--- src/rtl/ps2_host_tx.sv ---
// PS/2 host-to-device transmitter: inhibits the bus, issues request-to-send, then
// shifts a byte, odd parity and stop bit out on device-generated clock edges.
module ps2_host_tx #(
  parameter int c_clk_mhz    = 25,
  parameter int c_inhibit_us = 120,
  parameter int c_timeout_us = 15000
) (
  input  logic       clk,
  input  logic       reset,
  input  logic [7:0] tx_data,
  input  logic       tx_valid,
  output logic       tx_ready,
  input  logic       ps2_clk_i,
  input  logic       ps2_data_i,
  output logic       ps2_clk_oe,
  output logic       ps2_data_oe,
  output logic       done,
  output logic       error,
  output logic       busy
);

  localparam int c_inh_cycles = c_clk_mhz * c_inhibit_us;
  localparam int c_tmo_cycles = c_clk_mhz * c_timeout_us;
  localparam int c_inh_w      = $clog2(c_inh_cycles) + 1;
  localparam int c_tmo_w      = $clog2(c_tmo_cycles) + 1;
  localparam logic [c_inh_w-1:0] c_inh_last = c_inh_w'(c_inh_cycles - 1);
  localparam logic [c_tmo_w-1:0] c_tmo_last = c_tmo_w'(c_tmo_cycles - 1);

  typedef enum logic [2:0] {
    IDLE    = 3'd0,
    INHIBIT = 3'd1,
    REQUEST = 3'd2,
    SHIFT   = 3'd3,
    ACK     = 3'd4,
    WAITREL = 3'd5
  } state_t;

  function automatic logic odd_parity(input logic [7:0] d);
    return ~^d;
  endfunction

  state_t               state_r, state_next_s;
  logic [c_inh_w-1:0]   inh_cnt_r, inh_cnt_s;
  logic [c_tmo_w-1:0]   tmo_cnt_r, tmo_cnt_s;
  logic [3:0]           bit_idx_r, bit_idx_s;
  logic [9:0]           frame_r, frame_s;
  logic                 ack_ok_r, ack_ok_s;
  logic                 clk_meta_r, clk_sync_r, clk_prev_r;
  logic                 data_meta_r, data_sync_r;
  logic                 clk_fall_s, tmo_active_s, tmo_hit_s;
  logic                 data_oe_s, done_s, error_s;
  logic                 clk_oe_r, data_oe_r, done_r, error_r, busy_r, tx_ready_r;

  // Two-flop synchronizers plus one history flop for falling-edge detection
  always_ff @(posedge clk) begin
    if (reset) begin
      clk_meta_r  <= 1'b1;
      clk_sync_r  <= 1'b1;
      clk_prev_r  <= 1'b1;
      data_meta_r <= 1'b1;
      data_sync_r <= 1'b1;
    end else begin
      clk_meta_r  <= ps2_clk_i;
      clk_sync_r  <= clk_meta_r;
      clk_prev_r  <= clk_sync_r;
      data_meta_r <= ps2_data_i;
      data_sync_r <= data_meta_r;
    end
  end

  assign clk_fall_s   = clk_prev_r & ~clk_sync_r;
  assign tmo_active_s = (state_r == REQUEST) || (state_r == SHIFT) ||
                        (state_r == ACK) || (state_r == WAITREL);
  assign tmo_hit_s    = tmo_active_s && (tmo_cnt_r == c_tmo_last);

  // Next-state, datapath and pre-register output decode
  always_comb begin
    state_next_s = state_r;
    inh_cnt_s    = {c_inh_w{1'b0}};
    tmo_cnt_s    = {c_tmo_w{1'b0}};
    bit_idx_s    = bit_idx_r;
    frame_s      = frame_r;
    ack_ok_s     = ack_ok_r;
    data_oe_s    = 1'b0;
    done_s       = 1'b0;
    error_s      = 1'b0;
    case (state_r)
      IDLE: begin
        bit_idx_s = 4'd0;
        if (tx_valid && tx_ready_r) begin
          state_next_s = INHIBIT;
          frame_s      = {1'b1, odd_parity(tx_data), tx_data};
          ack_ok_s     = 1'b0;
        end else begin
          state_next_s = IDLE;
        end
      end
      INHIBIT: begin
        if (inh_cnt_r == c_inh_last) begin
          state_next_s = REQUEST;
          data_oe_s    = 1'b1;
        end else begin
          inh_cnt_s = inh_cnt_r + c_inh_w'(1);
        end
      end
      REQUEST: begin
        state_next_s = SHIFT;
        bit_idx_s    = 4'd0;
        data_oe_s    = 1'b1;
      end
      SHIFT: begin
        data_oe_s = data_oe_r;
        if (clk_fall_s) begin
          if (bit_idx_r == 4'd10) begin
            state_next_s = ACK;
            data_oe_s    = 1'b0;
          end else begin
            // Frame LSB goes out; vacated bits fill with 1 so the stop bit releases.
            data_oe_s = ~frame_r[0];
            frame_s   = {1'b1, frame_r[9:1]};
            bit_idx_s = bit_idx_r + 4'd1;
          end
        end else begin
          state_next_s = SHIFT;
        end
      end
      ACK: begin
        state_next_s = WAITREL;
        if (data_sync_r == 1'b0) begin
          ack_ok_s = 1'b1;
        end else begin
          ack_ok_s = 1'b0;
          error_s  = 1'b1;
        end
      end
      WAITREL: begin
        if (clk_sync_r && data_sync_r) begin
          state_next_s = IDLE;
          done_s       = ack_ok_r;
        end else begin
          state_next_s = WAITREL;
        end
      end
      default: begin
        state_next_s = IDLE;
      end
    endcase
    // A timeout aborts anything not already finishing this cycle.
    if (tmo_hit_s && (state_next_s != IDLE)) begin
      state_next_s = IDLE;
      data_oe_s    = 1'b0;
      error_s      = 1'b1;
      done_s       = 1'b0;
    end else if (tmo_active_s) begin
      tmo_cnt_s = tmo_cnt_r + c_tmo_w'(1);
    end else begin
      tmo_cnt_s = {c_tmo_w{1'b0}};
    end
  end

  // State, counters and registered outputs
  always_ff @(posedge clk) begin
    if (reset) begin
      state_r    <= IDLE;
      inh_cnt_r  <= {c_inh_w{1'b0}};
      tmo_cnt_r  <= {c_tmo_w{1'b0}};
      bit_idx_r  <= 4'd0;
      frame_r    <= 10'h3FF;
      ack_ok_r   <= 1'b0;
      clk_oe_r   <= 1'b0;
      data_oe_r  <= 1'b0;
      done_r     <= 1'b0;
      error_r    <= 1'b0;
      busy_r     <= 1'b0;
      tx_ready_r <= 1'b1;
    end else begin
      state_r    <= state_next_s;
      inh_cnt_r  <= inh_cnt_s;
      tmo_cnt_r  <= tmo_cnt_s;
      bit_idx_r  <= bit_idx_s;
      frame_r    <= frame_s;
      ack_ok_r   <= ack_ok_s;
      clk_oe_r   <= (state_next_s == INHIBIT) || (state_next_s == REQUEST);
      data_oe_r  <= data_oe_s;
      done_r     <= done_s;
      error_r    <= error_s;
      busy_r     <= (state_next_s != IDLE);
      tx_ready_r <= (state_next_s == IDLE);
    end
  end

  assign ps2_clk_oe  = clk_oe_r;
  assign ps2_data_oe = data_oe_r;
  assign done        = done_r;
  assign error       = error_r;
  assign busy        = busy_r;
  assign tx_ready    = tx_ready_r;

endmodule

--- config.mk ---
export PLATFORM = sky130hd
export DESIGN_NAME = ps2_host_tx
export DESIGN_NICKNAME = d
export VERILOG_FILES = /design/src/rtl/ps2_host_tx.sv
export SDC_FILE = /design/constraint.sdc
export NUM_CORES = 1
export LEC_CHECK = 0
export ABC_CLOCK_PERIOD_IN_PS = 6100
export CORE_MARGIN = 4
export CORE_UTILIZATION = 25
export CTS_CLUSTER_DIAMETER = 100
export DETAILED_ROUTE_END_ITERATION = 6
export PLACE_DENSITY = 0.37
export SLEW_MARGIN = 0
export SYNTH_ARGS = -nofsm -noshare
export SYNTH_HDL_FRONTEND = slang
export SYNTH_SLANG_ARGS = --single-unit
--- constraint.sdc ---
create_clock -name clk -period 6.1 [get_ports clk]
set_clock_uncertainty 0.15 [all_clocks]
set_input_delay 1.22 -clock clk [delete_from_list [all_inputs] [get_ports clk]]
set_output_delay 1.22 -clock clk [all_outputs]
set_load 0.02 [all_outputs]
==> out/qor.csv, run 1 <==
stage,metric,value,unit
status,status,completed,
yosys,"Top FF cell, synth",dfxtp_1,
setup_path,"slowest stage delay, CP",0.90,ns
drt,vias,2314,
yosys,"area leader, netlist",dfxtp_1,
setup_path,R2R cell count,4,
layout,fin area,0.003556,mm^2
drt,total wire length,6584,um
layout,fraction of layout cells with a size suffix above 1,10.14,%
cts,# clock sinks,61,
yosys,Mapped Nets,340,
setup_path,cells along the critical path,"clkdlybuf4s50_1, or2_2, a211oi_1",
cts,CTS tree,done,
yosys,Yosys reg bits,61,
sta,Hold Worst Slack,0.2565,ns
placed_design,Place WS,2.737,ns
setup_path,CP Capture Type,register,
sta,RSZ-0062 raised after global routing,false,
floorplanning,total core area,0.01142,mm^2
placed_design,dpl hpwl,4463,um
drt,DR WL/cell,13.49,um
sta,final worst slack,3.132,ns
yosys,post-synth top area share,41.98,%
cts,htree depth,3,
global_route,GR Layer Usage met1,14.32,%
layout,multi-input logic area,0.001615,mm^2
setup_path,Worst Path Arrival,3.06,ns
floorplanning,DIE AREA,0.01343,mm^2
worst_hold_path,hold wc startpoint,data_meta_r,
yosys,"count leader, synth",dfxtp_1,
drt,Initial DRT Pass Iterations,4,
setup_path,Worst EP required,6.19,ns
floorplanning,Horiz. Die Dim,115.9,um
cts,root buffer cell,clkbuf_16,
sta,Final Hold Viols,0,
setup_path,"critical path fanouts, max",25,
yosys,post-synthesis sequential area ratio,41.98,%
setup_path,Worst R2R End,frame_r[6],
cts,"Clk Latency, worst-skew pair",0.33,ns
layout,"Cell Count, Final, Fillers Out",488,
cts,Post-CTS Resized,0,
global_route,met2 usage,16.15,%
placed_design,Port-buffer cells,18,
global_route,number of global-route vias before repair,2321,
yosys,number of synthesized flops with an enable pin,0,
drt,# DRC,0,
power_and_ir_drop,Lkg Pwr,1.197,nW
yosys,cell area after synthesis,0.002909,mm^2
placed_design,Placer Congestion,0.7337,
floorplanning,initial core utilization,25.48,%
global_route,GR peak layer,met2,
sta,Worst slew margin,36.35,%
layout,Final #Nets,359,
global_route,gr ovfl total,0,
drt,vias per cell,4.742,
global_route,first-pass GRT wire length,11450,um
yosys,Post-Syn Area per Cell,9.062,um^2
layout,"Core Util, Final",31.14,%
cts,# Post-CTS Setup Buffers,0,
setup_path,critical-path cell with the highest stage delay,clkdlybuf4s50_1,
setup_path,slack of the worst reg-to-reg path,3.38,ns
worst_hold_path,HP Class,reg -> reg,
sta,count of pins over their slew limit,0,
drt,Initial DRC Count,99,
floorplanning,Die Height,115.9,um
setup_path,Setup CP Type,in -> reg,
yosys,Synth cell types,51,
layout,diodes inserted,0,
layout,area taken by flip-flops and latches,0.001221,mm^2
power_and_ir_drop,PD cells,281.0,mW/mm^2
yosys,Post-synth top cells,"dfxtp_1, nor2_1, o21ai_0, xor2_1",
yosys,Post-Syn Instances,321,
global_route,M3 GR Usage,4.230,%
placed_design,Placed Cells incl. Taps,472,
yosys,synth warn,0,
yosys,ranking of synthesized cells by area,"dfxtp_1, xor2_1, xnor2_1, mux2i_1, or3_1",
layout,filler cell count,1240,
floorplanning,Rows,39,
global_route,GRT Overall Usage,10.90,%
setup_path,worst r2r src,state_r[0],
global_route,largest net degree at the start of global routing,26,
cts,clock buffer count from CTS,9,
drt,Post-DRT Antenna Nets,0,
sta,clock period minus worst slack,2.968,ns
power_and_ir_drop,Pwr Total,0.9993,mW
sta,actual slew at the worst max-slew pin,0.9517,ns
cts,hold_buf cts,0,
global_route,antenna violations before repair,0,
cts,"Clk pin slew, worst setup/hold paths",0.05,ns
power_and_ir_drop,peak supply drop,183.7,uV
placed_design,dpl cell area,0.003244,mm^2
cts,clock buffer depth,2,
sta,Final Cycle Share,48.66,%
worst_hold_path,hold path depth,1,
job,max_cap viols,0,
setup_path,Setup crit start kind,input port,
layout,P&R area growth vs syn,22.24,%
worst_hold_path,worst hold endpoint,data_sync_r,
sta,setup TNS,0,ns
floorplanning,num ports,19,
yosys,"FFs w/ async S/R, synth",0,%
sta,f_max,336.9,MHz
sta,final setup fails,0,
## cells in the final DEF (no fill, tap or decap), types with 3 or more instances in the layout
cell / synthesis / routed
xnor2_1: 14 / 14
or3_1: 14 / 14
ha_1: 6 / 6
xor2_1: 16 / 16
a21o_1: 8 / 8
nand3_1: 14 / 14
or2_2: 7 / 7
mux2i_1: 9 / 9
and2_1: 3 / 3
nor4_1: 10 / 10
o21ai_0: 16 / 16
nand2_1: 15 / 15
and3_1: 7 / 7
clkbuf_16: 0 / 9
nor2b_1: 4 / 4
nor3_1: 15 / 14
a211oi_1: 6 / 6
inv_1: 9 / 9
nand4_1: 13 / 13
dfxtp_1: 61 / 61
clkinv_2: 0 / 3
clkbuf_8: 0 / 3
clkdlybuf4s50_1: 0 / 18
nand2b_1: 4 / 4
nor2_1: 21 / 21
a21oi_1: 5 / 5
## flip-flops by register name, summed over array words and instances (netlist names)
name         count
done             1
clk_sync_r       1
tx_ready         1
ps2_clk_oe       1
ps2_data_oe      1
bit_idx_r        4
frame_r          9
clk_meta_r       1
error            1
state_r          3
busy             1
tmo_cnt_r       20
data_meta_r      1
inh_cnt_r       13
ack_ok_r         1
data_sync_r      1
clk_prev_r       1
## routing by layer
layer	wire length [um]	share of wire, %	up-vias
li1	-	-	1212
met1	3407	52	1069
met2	2812	43	24
met3	245	3.7	9
met4	119	1.8	0
met5	0	0	-
## power breakdown
group / switching (mW) / internal, mW / total [mW] / leakage, nW
Clock: 0.181 / 0.347 / 0.529 / 0.158
Combinational: 0.0272 / 0.0287 / 0.0560 / 0.543
Sequential: 0.00673 / 0.408 / 0.415 / 0.495
Total: 0.215 / 0.784 / 0.999 / 1.20
## cells by family (layout without fill, tap and decap cells)
group	after synthesis	count (layout)	synth area share, %
AND/OR/NAND/NOR	146	146	29.29
flip-flops	61	61	41.98
AO/OA/AOI/OAI	48	48	11.05
XOR/XNOR	30	30	9.032
buffers and inverters	21	45	2.968
multiplexers	9	9	3.097
adder cells (fa/ha/maj)	6	6	2.581
## how the worst max path moves through the flow
stage | start | to
6_report | reset | tmo_cnt_r[15]
5_1_grt | reset | tmo_cnt_r[15]
4_1_cts | reset | tmo_cnt_r[15]
3_5_place_dp | reset | tmo_cnt_r[18]
3_3_place_gp | reset | tmo_cnt_r[2]
2_1_floorplan | tx_valid | frame_r[1]
## worst max-delay path, delay by kind of cell
kind	cells	cell delay (ns)
buf+inv	1	0.90
simple gates	1	0.71
compound gates	1	0.22
## cell type report
cell class                      count  share of cell area (%)
Clock buffer                       12                   7.495
Clock inverter                      4                   1.267
Inverter                            9                  0.9500
Multi-Input combinational cell    239                   45.43
Sequential cell                    61                   34.34
Tap cell                          143                   5.032
Timing Repair Buffer               20                   5.489
Power figures use the tool's default switching activity.
==> inputs of run 2 (changes only) <==
--- a/config.mk
+++ b/config.mk
@@ -5,12 +5,12 @@
 export SDC_FILE = /design/constraint.sdc
 export NUM_CORES = 1
 export LEC_CHECK = 0
-export ABC_CLOCK_PERIOD_IN_PS = 6100
+export ABC_CLOCK_PERIOD_IN_PS = 2500
 export CORE_MARGIN = 4
 export CORE_UTILIZATION = 25
 export CTS_CLUSTER_DIAMETER = 100
 export DETAILED_ROUTE_END_ITERATION = 6
-export PLACE_DENSITY = 0.37
+export PLACE_DENSITY = 0.39
 export SLEW_MARGIN = 0
 export SYNTH_ARGS = -nofsm -noshare
 export SYNTH_HDL_FRONTEND = slang
==> constraint.sdc (replaced) <==
create_clock -name clk -period 2.5 [get_ports clk]
set_clock_uncertainty 0.15 [all_clocks]
set_input_delay 0.5 -clock clk [delete_from_list [all_inputs] [get_ports clk]]
set_output_delay 0.5 -clock clk [all_outputs]
set_load 0.02 [all_outputs]
==> out/qor.csv, run 2 (same netlist as run 1, synthesis figures left out) <==
stage,metric,value,unit,change
status,status,completed,,unchanged
sta,Final Hold Viols,0,,unchanged
setup_path,critical-path cell with the highest stage delay,dfxtp_1,,was clkdlybuf4s50_1
sta,final setup fails,0,,unchanged
drt,# DRC,0,,unchanged
setup_path,Worst R2R End,tmo_cnt_r[16],,was frame_r[6]
sta,setup TNS,0,ns,unchanged
worst_hold_path,worst hold endpoint,clk_sync_r,,was data_sync_r
setup_path,Worst Path Arrival,2.10,ns,was 3.06 ns
floorplanning,initial core utilization,25.48,%,unchanged
setup_path,CP Capture Type,register,,unchanged
layout,max reg flops,20,,unchanged
sta,Worst slew margin,67.53,%,was 36.35%
setup_path,Setup crit start kind,register,,was input port
layout,Final #Nets,369,,was 359
drt,top layer used by detailed routing,met4,,unchanged
drt,total wire length,6701,um,was 6584 um
cts,"Clk Latency, worst-skew pair",0.32,ns,was 0.33 ns
global_route,number of global-route vias before repair,2317,,was 2321
power_and_ir_drop,PD cells,660.6,mW/mm^2,was 281.0 mW/mm^2
placed_design,Placed Cells incl. Taps,482,,was 472
layout,filler cell count,1244,,was 1240
layout,"Cell Count, Final, Fillers Out",498,,was 488
cts,# clock sinks,61,,unchanged
global_route,largest net degree at the start of global routing,20,,was 26
sta,actual slew at the worst max-slew pin,0.4825,ns,was 0.9517 ns
sta,final worst slack,0.4389,ns,was 3.132 ns
drt,vias per cell,4.675,,was 4.742
cts,"Clk pin slew, worst setup/hold paths",0.05,ns,about the same
setup_path,Worst EP required,2.54,ns,was 6.19 ns
drt,DR WL/cell,13.46,um,was 13.49 um
cts,Post-CTS Resized,0,,unchanged
cts,hold_buf cts,0,,unchanged
setup_path,cells along the critical path,"ha_1, and4_1, nand4_1, nor4b_4, buf_4, a211oi_1",,"was clkdlybuf4s50_1, or2_2, a211oi_1"
placed_design,dpl hpwl,4707,um,was 4463 um
drt,met2 WL post-DR,2915,um,was 2812 um
sta,Hold Worst Slack,0.2589,ns,was 0.2565 ns
setup_path,slack of the worst reg-to-reg path,0.44,ns,was 3.38 ns
layout,register bank with the most flops,tmo_cnt_r,,unchanged
floorplanning,Die Height,115.9,um,unchanged
layout,P&R area growth vs syn,24.04,%,was 22.24%
sta,clock period minus worst slack,2.061,ns,
global_route,GRT Overall Usage,10.76,%,was 10.90%
cts,root buffer cell,clkbuf_16,,unchanged
setup_path,Setup CP Type,reg -> reg,,was in -> reg
setup_path,worst r2r src,tmo_cnt_r[0],,was state_r[0]
setup_path,R2R cell count,6,,was 4
sta,RSZ-0062 raised after global routing,false,,unchanged
power_and_ir_drop,Lkg Pwr,1.231,nW,was 1.197 nW
floorplanning,total core area,0.01142,mm^2,unchanged
drt,Post-DRT Antenna Nets,0,,unchanged
worst_hold_path,hold wc startpoint,clk_meta_r,,was data_meta_r
cts,# Post-CTS Setup Buffers,0,,unchanged
cts,htree depth,3,,unchanged
layout,diodes inserted,0,,unchanged
floorplanning,num ports,19,,unchanged
power_and_ir_drop,peak supply drop,266.6,uV,was 183.7 uV
worst_hold_path,hold path depth,1,,unchanged
cts,clock buffer count from CTS,9,,unchanged
sta,Final Cycle Share,82.44,%,
global_route,antenna violations before repair,0,,unchanged
setup_path,Crit. Startpoint,tmo_cnt_r[0],,was reset
drt,Initial DRC Count,86,,was 99
placed_design,Port-buffer cells,18,,unchanged
job,max_cap viols,0,,unchanged
layout,fraction of layout cells with a size suffix above 1,11.83,%,was 10.14%
layout,"commonest non-fill, non-tap cell in the layout",dfxtp_1,,unchanged
worst_hold_path,HP Class,reg -> reg,,unchanged
power_and_ir_drop,Pwr Total,2.384,mW,was 0.9993 mW
drt,vias,2328,,was 2314
sta,f_max,485.2,MHz,
setup_path,"slowest stage delay, CP",0.40,ns,was 0.90 ns
placed_design,Place WS,0.2359,ns,was 2.737 ns
drt,Initial DRT Pass Iterations,6,,was 4
floorplanning,DIE AREA,0.01343,mm^2,unchanged
floorplanning,Horiz. Die Dim,115.9,um,unchanged
sta,count of pins over their slew limit,0,,unchanged
setup_path,"critical path fanouts, max",12,,was 25
floorplanning,Rows,39,,unchanged
layout,most frequent cells in the layout,"dfxtp_1, nor2_1, clkdlybuf4s50_1",,unchanged
drt,WL met3,163,um,was 245 um
cts,CTS tree,done,,unchanged
placed_design,Placer Congestion,0.7345,,was 0.7337
drt,M1 wire length,3524,um,was 3407 um
global_route,first-pass GRT wire length,11340,um,was 11450 um
cts,clock buffer depth,2,,unchanged
global_route,gr ovfl total,0,,unchanged
layout,Top Registers,"tmo_cnt_r: 20 flops, inh_cnt_r: 13 flops, frame_r: 9 flops",,unchanged
[run 2: layout make-up]
cell class | count | area (um^2) | share of cell area [%]
well taps | 143 | 178.9 | 4.958
clock buffers | 12 | 246.5 | 6.831
flip-flops and latches | 61 | 1221 | 33.84
inverters | 9 | 33.78 | 0.9362
repair buffers | 30 | 270.3 | 7.490
clock inverters | 4 | 47.55 | 1.318
multi-input cells | 239 | 1610 | 44.63
[run 2: where the power goes]
group,switching [mW],internal (mW)
Clock,0.433,0.795
Combinational,0.0692,0.0751
Sequential,0.0152,0.996
Total,0.518,1.87
[run 2: worst max path at each step]
stage / to / slack (ns) / cells after the start
finish: tmo_cnt_r[16] / 0.44 / 6
global route: tmo_cnt_r[17] / 0.28 / 6
CTS: tmo_cnt_r[9] / 0.43 / 6
detailed placement: tmo_cnt_r[9] / 0.24 / 6
global placement: tmo_cnt_r[8] / 0.24 / 6
floorplan: tmo_cnt_r[2] / 0.39 / 7
[run 2: stage by stage]
stage	area, um^2	util (%)
finish	3608	31.60
floorplan	2909	-
global placement	3314	29.03
global route	3608	31.60
CTS	3608	31.60
detailed placement	3314	29.03
[run 2: critical path: cells and delay by family, from the launching register on]
kind	cells	cell delay (ns)
simple gates	3	0.75
flops	1	0.40
fa+ha+maj	1	0.29
buf+inv	1	0.26
compound gates	1	0.07
[run 2: metal layers]
layer,global-route usage [%],up-vias
met5,0,-
met4,4.950,0
met3,2.872,7
met2,16.03,16
met1,14.51,1075
li1,-,1230
